--- config.mk ---
export PLATFORM = sky130hd
export DESIGN_NAME = interrupt_priority_ctrl
export DESIGN_NICKNAME = d
export VERILOG_FILES = /design/src/rtl/interrupt_priority_ctrl_pkg.sv /design/src/rtl/interrupt_priority_ctrl_prio_enc_lsb.sv /design/src/rtl/interrupt_priority_ctrl.sv
export SDC_FILE = /design/constraint.sdc
export NUM_CORES = 1
export LEC_CHECK = 0
export BUFFER_PORTS_ARGS = -buffer_cell sky130_fd_sc_hd__clkbuf_2
export CAP_MARGIN = 15
export CORE_MARGIN = 1.5
export CORE_UTILIZATION = 45
export CTS_CLUSTER_SIZE = 40
export DETAILED_ROUTE_END_ITERATION = 8
export PLACE_DENSITY = 0.8
export SYNTH_ARGS = -nofsm -noshare
export SYNTH_HDL_FRONTEND = slang
export SYNTH_SLANG_ARGS = --single-unit
--- constraint.sdc ---
create_clock -name clk -period 2 [get_ports clk]
set_input_delay 0.2 -clock clk [delete_from_list [all_inputs] [get_ports clk]]
set_output_delay 0.2 -clock clk [all_outputs]
set_load 0.01 [all_outputs]
--- src/rtl/interrupt_priority_ctrl_pkg.sv ---
// Shared defaults and helpers for the interrupt priority controller and the
// per-line samplers that feed it.
package interrupt_priority_ctrl_pkg;

  localparam int unsigned NUM_SRC_DEF = 4;
  localparam int unsigned ID_W_DEF    = 2;
  localparam int unsigned MAX_SRC     = 32;

  // Bits strictly below the lowest set bit of v; all ones when v is zero.
  function automatic logic [MAX_SRC-1:0] below_lowest(input logic [MAX_SRC-1:0] v);
    return (v & (~v + MAX_SRC'(1))) - MAX_SRC'(1);
  endfunction

endpackage

--- src/rtl/interrupt_priority_ctrl_prio_enc_lsb.sv ---
// Priority encoder: reports whether any bit is set and the index of the
// lowest set bit (0 when none).
module prio_enc_lsb #(
  parameter int unsigned N = 4,
  parameter int unsigned W = 2
) (
  input  logic [N-1:0] in,
  output logic         valid,
  output logic [W-1:0] idx
);

  always_comb begin
    valid = 1'b0;
    idx   = '0;
    for (int unsigned i = 0; i < N; i++) begin
      if (in[i] && !valid) begin
        valid = 1'b1;
        idx   = W'(i);
      end
    end
  end

endmodule

--- src/rtl/interrupt_priority_ctrl.sv ---
// Masks and prioritises sampler indications, issues a registered request to
// the CPU, and tracks nested in-service levels across ack/eret.
module interrupt_priority_ctrl
  import interrupt_priority_ctrl_pkg::*;
#(
  parameter int unsigned         NUM_SRC  = NUM_SRC_DEF,
  parameter int unsigned         ID_W     = ID_W_DEF,
  parameter logic [NUM_SRC-1:0]  MASK_RST = '1
) (
  input  logic               clk,
  input  logic               rst,
  input  logic [NUM_SRC-1:0] indication,
  input  logic               global_en,
  input  logic               mask_we,
  input  logic [NUM_SRC-1:0] mask_wdata,
  output logic [NUM_SRC-1:0] mask,
  output logic               int_req,
  output logic [ID_W-1:0]    int_id,
  input  logic               int_ack,
  input  logic               int_eret,
  output logic [NUM_SRC-1:0] clr,
  output logic [NUM_SRC-1:0] isr
);

  logic [NUM_SRC-1:0] mask_q, mask_d;
  logic [NUM_SRC-1:0] isr_q, isr_d;
  logic [NUM_SRC-1:0] clr_q, clr_d;
  logic               int_req_q, int_req_d;
  logic [ID_W-1:0]    int_id_q, int_id_d;

  logic               isr_valid;
  logic [ID_W-1:0]    isr_lo_idx;
  logic [NUM_SRC-1:0] eligible;
  logic               elig_valid;
  logic [ID_W-1:0]    elig_idx;
  logic [NUM_SRC-1:0] ceiling;
  logic [NUM_SRC-1:0] ack_vec;
  logic               ack_ok;

  // Eret target: lowest in-service index of the current (old) isr.
  prio_enc_lsb #(.N(NUM_SRC), .W(ID_W)) u_isr_enc (
    .in    (isr_q),
    .valid (isr_valid),
    .idx   (isr_lo_idx)
  );

  prio_enc_lsb #(.N(NUM_SRC), .W(ID_W)) u_elig_enc (
    .in    (eligible),
    .valid (elig_valid),
    .idx   (elig_idx)
  );

  always_comb begin
    mask_d  = mask_we ? mask_wdata : mask_q;
    ack_ok  = int_ack && int_req_q;
    ack_vec = ack_ok ? (NUM_SRC'(1) << int_id_q) : '0;

    // Eret retires from the old isr first, so a same-cycle ack bit survives.
    isr_d = isr_q;
    if (int_eret && isr_valid) begin
      isr_d[isr_lo_idx] = 1'b0;
    end
    isr_d = isr_d | ack_vec;
    clr_d = ack_vec;

    // Priority ceiling is taken from isr_d directly as a bit mask.
    ceiling  = NUM_SRC'(below_lowest(MAX_SRC'(isr_d)));
    eligible = indication & ~mask_d & ~isr_d & ceiling;

    int_req_d = global_en && elig_valid;
    int_id_d  = elig_idx;
  end

  always_ff @(posedge clk) begin
    if (rst) begin
      mask_q    <= MASK_RST;
      isr_q     <= '0;
      clr_q     <= '0;
      int_req_q <= 1'b0;
      int_id_q  <= '0;
    end else begin
      mask_q    <= mask_d;
      isr_q     <= isr_d;
      clr_q     <= clr_d;
      int_req_q <= int_req_d;
      int_id_q  <= int_id_d;
    end
  end

  assign mask    = mask_q;
  assign isr     = isr_q;
  assign clr     = clr_q;
  assign int_req = int_req_q;
  assign int_id  = int_id_q;

endmodule

After elaboration in Yosys (flattened, before gate mapping)
Index checks and enable logic that the tools add are counted.

cells by class
  $add $sub $neg = 2
  order comparisons = 2
  shifts and indexed selects = 1
  muxes and demuxes = 19
  bitwise gates (word level) = 10
  reduce and logical (&&, ||, !) cells = 16

operators by type and width
  cell                                                                                  count
  4-bit bitwise AND                                                                     5
  4-bit inverter                                                                        4
  4-bit 2-to-1 mux                                                                      3
  1-bit 2-to-1 mux                                                                      11
  1-bit logical AND                                                                     10
  2-bit 2-to-1 mux                                                                      4
  1-bit logical NOT                                                                     6
  4-bit by 1-bit adder with 4-bit output (second input constant)                        1
  4-bit bitwise OR                                                                      1
  1-bit by 2-bit left shift with 4-bit output (first input constant)                    1
  4-bit by 1-bit subtractor with 4-bit output (second input constant)                   1
  2-bit by 3-bit < comparator with 1-bit output (second input constant)                 1
  1-bit demux with 2-bit select                                                         1
  2-bit by 1-bit greater-or-equal comparator with 1-bit output (second input constant)  1

word-level totals
  flip-flop bits (word level) = 15
  input port bits = 14
  output and inout bits = 15
  word-level logic and storage cells = 55

Depth between registers and ports, before layout
Gate-level depths: netlist of run 1.

  word-level depth = 34
  gate-level depth with buffers = 5
  depth with buffers taken out = 4

Hierarchy
From an unflattened synthesis of run 1, not the netlist that was laid out.

second synthesis, totals
  cell total of the unflattened synthesis = 75
  area, all modules = 688.2 µm²

modules (own cells, without submodules)
  module                   instances  cells an instance  area each (µm²)  seq. area each (µm²)
  interrupt_priority_ctrl  1          61                 618.1            300.3
  prio_enc_lsb             2          7                  35.0             0.0

Worst setup path after synthesis of run 1
OpenSTA, ideal clock, no wires.

  kind = reg2reg
  from = reg isr_q[1], in the netlist isr[1]
  to = reg int_req_q, in the netlist int_req
  library setup time = 88 ps
  arrival time = 1185 ps
  data required time = 1912 ps
  slack = 727 ps
  cell stages (with the launch flop) = 5
  buffers on the path = 0
  clock period less this slack = 1273 ps
  path through = dfxtp_1 -> or3b_1 -> a21oi_2 -> a32oi_2 -> a311oi_2

between the ends
  longest elaborated chain between the ends = 32
  elaborated cells between the ends (all ways) = 39
  classes of those cells = 2 x add/sub; 2 x order compare; 13 x mux; 8 x bitwise; 14 x reduce/logical

ends and longest elaborated chain
  item                    RTL line                                    text
  from (decl)             interrupt_priority_ctrl.sv:26               logic [NUM_SRC-1:0] isr_q, isr_d;
  from (signal assigned)  interrupt_priority_ctrl.sv:83               isr_q <= isr_d;
  1-bit logical AND       interrupt_priority_ctrl_prio_enc_lsb.sv:16  if (in[i] && !valid) begin
  1-bit 2-to-1 mux        interrupt_priority_ctrl_prio_enc_lsb.sv:16
  1-bit logical NOT       interrupt_priority_ctrl_prio_enc_lsb.sv:16
  1-bit logical AND       interrupt_priority_ctrl_prio_enc_lsb.sv:16
  1-bit 2-to-1 mux        interrupt_priority_ctrl_prio_enc_lsb.sv:16
  1-bit logical NOT       interrupt_priority_ctrl_prio_enc_lsb.sv:16
  1-bit logical AND       interrupt_priority_ctrl_prio_enc_lsb.sv:16
  2-bit 2-to-1 mux        interrupt_priority_ctrl_prio_enc_lsb.sv:16
  (+16 left out)          --
  1-bit 2-to-1 mux        interrupt_priority_ctrl_prio_enc_lsb.sv:16
  1-bit logical NOT       interrupt_priority_ctrl_prio_enc_lsb.sv:16
  1-bit logical AND       interrupt_priority_ctrl_prio_enc_lsb.sv:16
  1-bit 2-to-1 mux        interrupt_priority_ctrl_prio_enc_lsb.sv:16
  1-bit logical NOT       interrupt_priority_ctrl_prio_enc_lsb.sv:16
  1-bit logical AND       interrupt_priority_ctrl_prio_enc_lsb.sv:16
  1-bit 2-to-1 mux (*)    interrupt_priority_ctrl_prio_enc_lsb.sv:16
  1-bit logical AND (*)   interrupt_priority_ctrl.sv:70               int_req_d = global_en && elig_valid;
  to (signal assigned)    interrupt_priority_ctrl.sv:85               int_req_q <= int_req_d;
  to (decl)               interrupt_priority_ctrl.sv:28               logic int_req_q, int_req_d;

Every way passes the cells marked *; elsewhere a longest branch is shown, timed or not.
A chain may end at the register's enable or synchronous reset.

Final worst setup path of run 1
  from = reg int_id_q[1], in the netlist int_id[1]
  to = reg int_req_q, in the netlist int_req

between the ends
  longest elaborated chain between the ends = 19
  elaborated cells between the ends (all ways) = 21
  classes of those cells = 2 x add/sub; 1 x shift; 5 x mux; 6 x bitwise; 7 x reduce/logical

ends and longest elaborated chain
  item                                             RTL line                                                          text
  from (decl)                                      interrupt_priority_ctrl.sv:29                                     logic [ID_W-1:0] int_id_q, int_id_d;
  from (signal assigned)                           interrupt_priority_ctrl.sv:86                                     int_id_q <= int_id_d;
  1-bit by 2-bit left shift with 4-bit output (*)  interrupt_priority_ctrl.sv:56                                     ack_vec = ack_ok ? (NUM_SRC'(1) << int_id_q) : '0;
  4-bit 2-to-1 mux (*)                             interrupt_priority_ctrl.sv:56
  4-bit bitwise OR (*)                             interrupt_priority_ctrl.sv:63                                     isr_d = isr_d | ack_vec;
  4-bit inverter                                   interrupt_priority_ctrl_pkg.sv:11, interrupt_priority_ctrl.sv:68
  4-bit by 1-bit adder with 4-bit output           interrupt_priority_ctrl_pkg.sv:11                                 return (v & (~v + MAX_SRC'(1))) - MAX_SRC'(1);
  4-bit bitwise AND                                interrupt_priority_ctrl_pkg.sv:11
  4-bit by 1-bit subtractor with 4-bit output      interrupt_priority_ctrl_pkg.sv:11
  4-bit bitwise AND (*)                            interrupt_priority_ctrl.sv:68                                     eligible = indication & ~mask_d & ~isr_d & ceiling;
  (+3 left out)                                    --
  1-bit 2-to-1 mux                                 interrupt_priority_ctrl_prio_enc_lsb.sv:16
  1-bit logical NOT                                interrupt_priority_ctrl_prio_enc_lsb.sv:16
  1-bit logical AND                                interrupt_priority_ctrl_prio_enc_lsb.sv:16
  1-bit 2-to-1 mux                                 interrupt_priority_ctrl_prio_enc_lsb.sv:16
  1-bit logical NOT                                interrupt_priority_ctrl_prio_enc_lsb.sv:16
  1-bit logical AND                                interrupt_priority_ctrl_prio_enc_lsb.sv:16
  1-bit 2-to-1 mux (*)                             interrupt_priority_ctrl_prio_enc_lsb.sv:16
  1-bit logical AND (*)                            interrupt_priority_ctrl.sv:70

Marked as above.

==> results of run 1 <==
## registers in the layout (all words and copies together), names as in the netlist
| register | count |
|---|---|
| clr | 4 |
| int_id | 2 |
| int_req | 1 |
| isr | 4 |
| mask | 4 |
## cell type report
cell class / instances / area share
Sequential cell: 15 / 0.364
Timing Repair Buffer: 28 / 0.170
Clock buffer: 4 / 0.0318
Inverter: 2 / 0.00909
Multi-Input combinational cell: 46 / 0.403
Tap cell: 15 / 0.0227
## cell usage after synthesis, types with 2 or more instances
cell / number
inv_1: 2
nand3b_1: 2
nor2b_1: 2
dfxtp_1: 15
nand3_1: 2
nand2b_1: 8
nor2_1: 6
mux2i_1: 3
a21oi_1: 3
nor3_1: 2
nand2_1: 2
## power by group
group	total [mW]	internal, mW	leakage (nW)	switching [mW]
Sequential	0.319	0.309	0.122	0.00998
Clock	0.165	0.0773	0.0150	0.0875
Combinational	0.0784	0.0390	0.235	0.0394
Total	0.562	0.425	0.372	0.137
## worst paths after layout
| kind | endpoint | startpoint | slack [ns] | depth (start not counted) |
|---|---|---|---|---|
| setup / recovery | int_req$_SDFF_PP0_ | int_id[1]$_SDFF_PP0_ | 0.57 | 4 |
| hold / removal | int_req$_SDFF_PP0_ | global_en | 0.16 | 3 |
| setup reg to reg | int_req$_SDFF_PP0_ | int_id[1]$_SDFF_PP0_ | 0.57 | 4 |
| hold reg to reg | mask[2]$_SDFF_PP1_ | mask[2]$_SDFF_PP1_ | 0.51 | 2 |
## critical path: cells and delay by family, from the launching register on
family	cells	cell delay, ns
simple gates	1	0.30
flops	1	0.34
compound gates	3	0.66
## logic make-up (layout without fill, tap and decap cells)
family,count (synthesis),count (layout),synth area share
compound gates,12,12,0.156
buf+inv,4,34,0.0343
mux,4,4,0.0802
flops,15,15,0.458
simple gates,30,30,0.271
## per-stage QoR
| stage | total power, mW | hold WS, ns |
|---|---|---|
| after floorplan | 0.373 | 0.340 |
| after global placement | 0.402 | 0.443 |
| after detailed placement | 0.404 | 0.452 |
| after CTS | 0.565 | 0.166 |
| after global routing | 0.591 | 0.182 |
| final | 0.562 | 0.164 |
## routing by layer
metal | up-vias | track usage
li1 | 288 | -
met1 | 270 | 0.246
met2 | 28 | 0.332
met3 | 3 | 0.0326
met4 | 0 | 0.113
met5 | - | 0
==> impl_results.md, run 1 <==
* Flops & latches, synth at 15
* Crit-path cells: nand3b_1 > o2111ai_1 > a21boi_1 > a311oi_2
* Worst-case clock buffer depth at 2
* Non-Filler Instances at 110
* Met1 WL at roughly 580 um
* Die W at slightly above 40 um
* Async set-reset flop share out of synthesis at 0
* DP HPWL at 1.05 mm
* Final WL at about 1.4 mm
* Residual DRC at 0
* Fill count at between 100 and 150
* Max stage delay cell, worst path: o2111ai_1
* Synth cell types at 29
* Yosys top cell by area: dfxtp_1
* PwrDens at 680 nW/um2
* Setup bufs post-CTS at 0
* 1st-pass router iterations at 4
* IO Port Bufs at 28
* Post-CTS sizing at 0
* Clock Skews at 0.00174 ns
* Iter 0 DRT Violations at 15
* Num rows at 13
* Most common cell after layout, fill and taps aside: clkbuf_2
* Final setup TNS at 0 ns
* Final setup viols at 0
* Share of layout cells above drive strength 1 at 0.389
* Footprint of the multi-input gates at 333 um2
* YS warnings at 0
* Critical path fanouts, max at 7
* Core ar. at between 1000 and 1500 um2
* Required @ worst endpoint at between 2 and 2.5 ns
* Detail Route Antenna Nets at 0
* Total grt overflow at 0
* Post-Syn Area at roughly 660 um2
* Hold Fails Final Rpt at 0
* IO Count at 29
* Post-synth EDFFs at 0
* Fin crit share at 0.713
* Starting density of the core at 0.492
* Max cap viols at 0
* Most frequent cells in the layout: clkbuf_2 (28), dfxtp_1 (15), nand2b_1 (8)
* Cell count after placement at 106
* Top area cells in the synthesized netlist: dfxtp_1 (46%), nand2b_1 (7.6%), mux2i_1 (4.6%), mux2i_4 (3.4%), nor2_1 (3.4%)
* Total number of vias at just under 600
* Area share of the largest cell type after synthesis at 0.458
* TritonCTS clock tree: built
* Fin. max-slew vios at 0
* Nets at 110
* Drt wl/cell at about 12 um
* WL met2 at 664 um
* Avg Vias per Cell at 5.35
* Die footprint at 1690 um2
* Total GRT Usage at 0.202
* Met3 WL post-DR at a little over 100 um
* Root Buffer: clkbuf_4
* Area after DPL at 800 um2
* Util after Layout at 0.619
* Critical path data arrival time at between 1.5 and 2 ns
* TritonCTS buffer count at 3
* Run status: completed
* DR top layer: met4
* Antenna diodes at 0
* Vias in the first global route at 523
* Largest net degree at the start of global routing at 14
* Cts hold-fix bufs at 0
* Mapped Cells at 65
* Initial antenna violation count at 0
* Setup crit start kind: register
* Post-route cell area at approximately 830 um2
* Worst setup path category: register to register
* Clk pin slew, worst setup/hold paths at about 0.080 ns
* Gpl congestion at 0.791
* Slew headroom at 0.710
* PnR worst setup slack at 0.575 ns
* Global-route wire length before repair at between 2 and 2.5 mm
* Hold Crit Class: input port to register
* Syn Nets at ~80
* VDD IR-drop max at 0.000323 V
* Clock Sinks at 15
* Area grow syn2layout at 26.0%
* Fin crit period at 1.43 ns
* Leakage at between 0.3 and 0.4 nW
* Post-place setup slack at around 0.60 ns
* Synth Area per Inst at just over 10 um2
* Register area share after synthesis at 0.458
* Worst-margin pin slew at between 0.4 and 0.5 ns
* Max Freq at 702 MHz
* CP endpoint kind: register
* Worst-skew pair later-pin latency at 0.28 ns
* Synth Flop Type: dfxtp_1
* Die span in y at 41.2 um
* RSZ-0062 raised after global routing: no
* Critical path's largest stage delay at ~0.35 ns
* H-tree levels at 1
* Sequential Area at between 300 and 400 um2
Note: power is estimated with default switching activity, not from simulation.
==> inputs of run 2 (changes only) <==
--- a/config.mk
+++ b/config.mk
@@ -5,13 +5,14 @@
 export SDC_FILE = /design/constraint.sdc
 export NUM_CORES = 1
 export LEC_CHECK = 0
+export ABC_AREA = 1
 export BUFFER_PORTS_ARGS = -buffer_cell sky130_fd_sc_hd__clkbuf_2
 export CAP_MARGIN = 15
 export CORE_MARGIN = 1.5
-export CORE_UTILIZATION = 45
+export CORE_UTILIZATION = 43
 export CTS_CLUSTER_SIZE = 40
 export DETAILED_ROUTE_END_ITERATION = 8
-export PLACE_DENSITY = 0.8
+export PLACE_DENSITY = 0.77
 export SYNTH_ARGS = -nofsm -noshare
 export SYNTH_HDL_FRONTEND = slang
 export SYNTH_SLANG_ARGS = --single-unit
==> constraint.sdc (replaced) <==
create_clock -name clk -period 1.5 [get_ports clk]
set_input_delay 0.15 -clock clk [delete_from_list [all_inputs] [get_ports clk]]
set_output_delay 0.15 -clock clk [all_outputs]
set_load 0.01 [all_outputs]
==> impl_results.md, run 2 <==
* Fin crit period at 1.31 ns (-0.111 ns)
* Total GRT Usage at 0.160 (-0.0419)
* Num rows at 13 (unchanged)
* Setup bufs post-CTS at 0 (unchanged)
* Most common cell in the netlist: nand2_1
* Vias in the first global route at 524 (+0.19%)
* Mapped Cells at 84 (+29%)
* Clock Sinks at 15 (unchanged)
* Slew headroom at 0.831 (+0.121)
* Flops & latches, synth at 15 (unchanged)
* RSZ-0062 raised after global routing: no
* Die W at 41.4 um (+0.58%)
* Clk pin slew, worst setup/hold paths at 0.09 ns (about the same)
* Crit-path cells: nor2_2 > nand3_2 > nand2_1 > a21oi_2 > nand3_1 > nand2_1 > nor2_1 > nor2_1
* Post-synth EDFFs at 0 (unchanged)
* Worst setup path category: register to register
* Synth Flop Type: dfxtp_1
* CP delay by family, top: simple AND/OR/NAND/NOR gates
* Setup crit start kind: register
* TritonCTS buffer count at 3 (unchanged)
* Final setup TNS at 0 ns (unchanged)
* Avg Vias per Cell at 4.78 (-11%)
* Post-CTS sizing at 0 (unchanged)
* PwrDens at 960 nW/um2 (+41%)
* Clock Skews at 0.00301 ns (+0.00126 ns)
* Core ar. at 1330 um2 (unchanged)
* Worst-case clock buffer depth at 2 (unchanged)
* Post-route cell area at 810 um2 (-2.0%)
* Area share of the largest cell type after synthesis at 0.473 (+0.0154)
* Drt wl/cell at 9.72 um (-21%)
* Total number of vias at 622 (+5.6%)
* Yosys top cell by area: dfxtp_1
* Hold Fails Final Rpt at 0 (unchanged)
* 1st-pass router iterations at 4 (unchanged)
* Synth Area per Inst at 7.55 um2 (-25%)
* Fin crit share at 0.876 (+0.163)
* TritonCTS clock tree: built
* Max stage delay cell, worst path: dfxtp_1
* CP endpoint kind: register
* Register area share after synthesis at 0.473 (+0.0154)
* H-tree levels at 1 (unchanged)
* IO Port Bufs at 28 (unchanged)
* Critical path data arrival time at 1.54 ns (-0.04 ns)
* Nets at 130 (+18%)
* Top area cells in the synthesized netlist: dfxtp_1 (47%), nand2_1 (12%), nand3_1 (6.3%), nor2_1 (5.9%), inv_1 (4.7%)
* Starting density of the core at 0.476 (-0.0159)
* Largest net degree at the start of global routing at 11 (-3)
* Max cap viols at 0 (unchanged)
* Worst-margin pin slew at 0.253 ns (-0.177 ns)
* Root Buffer: clkbuf_4
* Async set-reset flop share out of synthesis at 0 (unchanged)
* Synth top cells by count: nand2_1 (21), dfxtp_1 (15), nor2_1 (10)
* Critical path's largest stage delay at 0.43 ns (+0.08 ns)
* Run status: completed
* Die footprint at 1710 um2 (+1.2%)
* Residual DRC at 0 (unchanged)
* YS warnings at 0 (unchanged)
* Antenna diodes at 0 (unchanged)
* Area after DPL at 782 um2 (-2.2%)
* Worst-skew pair later-pin latency at 0.28 ns (about the same)
* VDD IR-drop max at 0.000582 V (+81%)
* Max Freq at 761 MHz (+8.5%)
* Fin. max-slew vios at 0 (unchanged)
* Gpl congestion at 0.737 (-6.8%)
* Iter 0 DRT Violations at 13 (-2)
* Leakage at 0.434 nW (+16%)
* Most frequent cells in the layout: clkbuf_2 (28), nand2_1 (21), dfxtp_1 (15)
* Buf+Inv Stages, Crit Path at 0 (unchanged)
* Total grt overflow at 0 (unchanged)
* Most common cell after layout, fill and taps aside: clkbuf_2
* Synth cell types at 18 (-38%)
* Fill count at 126 (-7.4%)
* Area grow syn2layout at 27.6%
* Required @ worst endpoint at 1.73 ns (-0.42 ns)
* DP HPWL at 1.01 mm (-3.7%)
* Detail Route Antenna Nets at 0 (unchanged)
* Global-route wire length before repair at 2.11 mm (-3.2%)
* Final WL at 1.26 mm (-7.1%)
* Syn Nets at 98 (+24%)
* Die span in y at 41.4 um (+0.58%)
* Cts hold-fix bufs at 0 (unchanged)
* Initial antenna violation count at 0 (unchanged)
* Critical path fanouts, max at 5 (-2)
* IO Count at 29 (unchanged)
* Hold Crit Class: input port to register
* Post-Syn Area at 634 um2 (-3.2%)
* Share of layout cells above drive strength 1 at 0.348 (-0.0416)
* Final setup viols at 0 (unchanged)
run 2: worst register-to-register path: cells and delay by family (launching register included):
| kind | cells | cell delay, ns |
|---|---|---|
| flip-flops | 1 | 0.43 |
| AND/OR/NAND/NOR | 7 | 0.59 |
| AO/OA/AOI/OAI | 1 | 0.24 |
run 2: worst paths after layout:
path | start | end | slack, ns | cells after the start
worst max-delay path | isr[0]$_SDFF_PP0_ | int_req$_SDFF_PP0_ | 0.19 | 8
worst min-delay path | global_en | int_req$_SDFF_PP0_ | 0.07 | 3
worst min register to register | mask[3]$_SDFF_PP1_ | mask[3]$_SDFF_PP1_ | 0.49 | 2
worst max register to register | isr[0]$_SDFF_PP0_ | int_req$_SDFF_PP0_ | 0.19 | 8
run 2: metrics by stage:
| step | hold WS, ns | std cells | worst slack (ns) | util | power [mW] |
|---|---|---|---|---|---|
| global route | 0.0807 | 130 | 0.0288 | 0.607 | 0.827 |
| finish | 0.0742 | 130 | 0.186 | 0.607 | 0.777 |
| floorplan | 0.277 | 84 | 0.282 | - | 0.513 |
| global placement | 0.376 | 126 | 0.225 | 0.586 | 0.556 |
| CTS | 0.0751 | 130 | 0.186 | 0.607 | 0.783 |
| detailed placement | 0.378 | 126 | 0.209 | 0.586 | 0.559 |
run 2: report_power, final:
group          total [mW]  switching, mW  internal (mW)
Sequential          0.429         0.0138          0.415
Combinational       0.120         0.0698         0.0506
Clock               0.228          0.129         0.0990
Total               0.777          0.213          0.564
run 2: logic make-up after synthesis:
logic type	Yosys count	share of synthesized area
AOI/OAI and AO/OA	6	0.0533
buffers and inverters	11	0.0769
DFF	15	0.473
muxes	1	0.0158
and+or+nand+nor	51	0.381
run 2: metal layers:
layer  up-vias  wire (um)  part of all wire  track usage
li1        332          -                 -            -
met2        22        582              0.46        0.244
met3         4         76             0.060       0.0609
met5         -          0                 0            0
met4         0         31             0.025       0.0774
met1       264        574              0.45        0.196
run 2: area by class of cell:
class	instances	area (um2)	share of cell area
sequential	15	300	0.371
timing repair buffer	28	140	0.173
clock buffer	3	22.5	0.0278
inverter	10	37.5	0.0464
clock inverter	1	5.00	0.00618
tap	15	18.8	0.0232
multi-input combinational	58	285	0.352
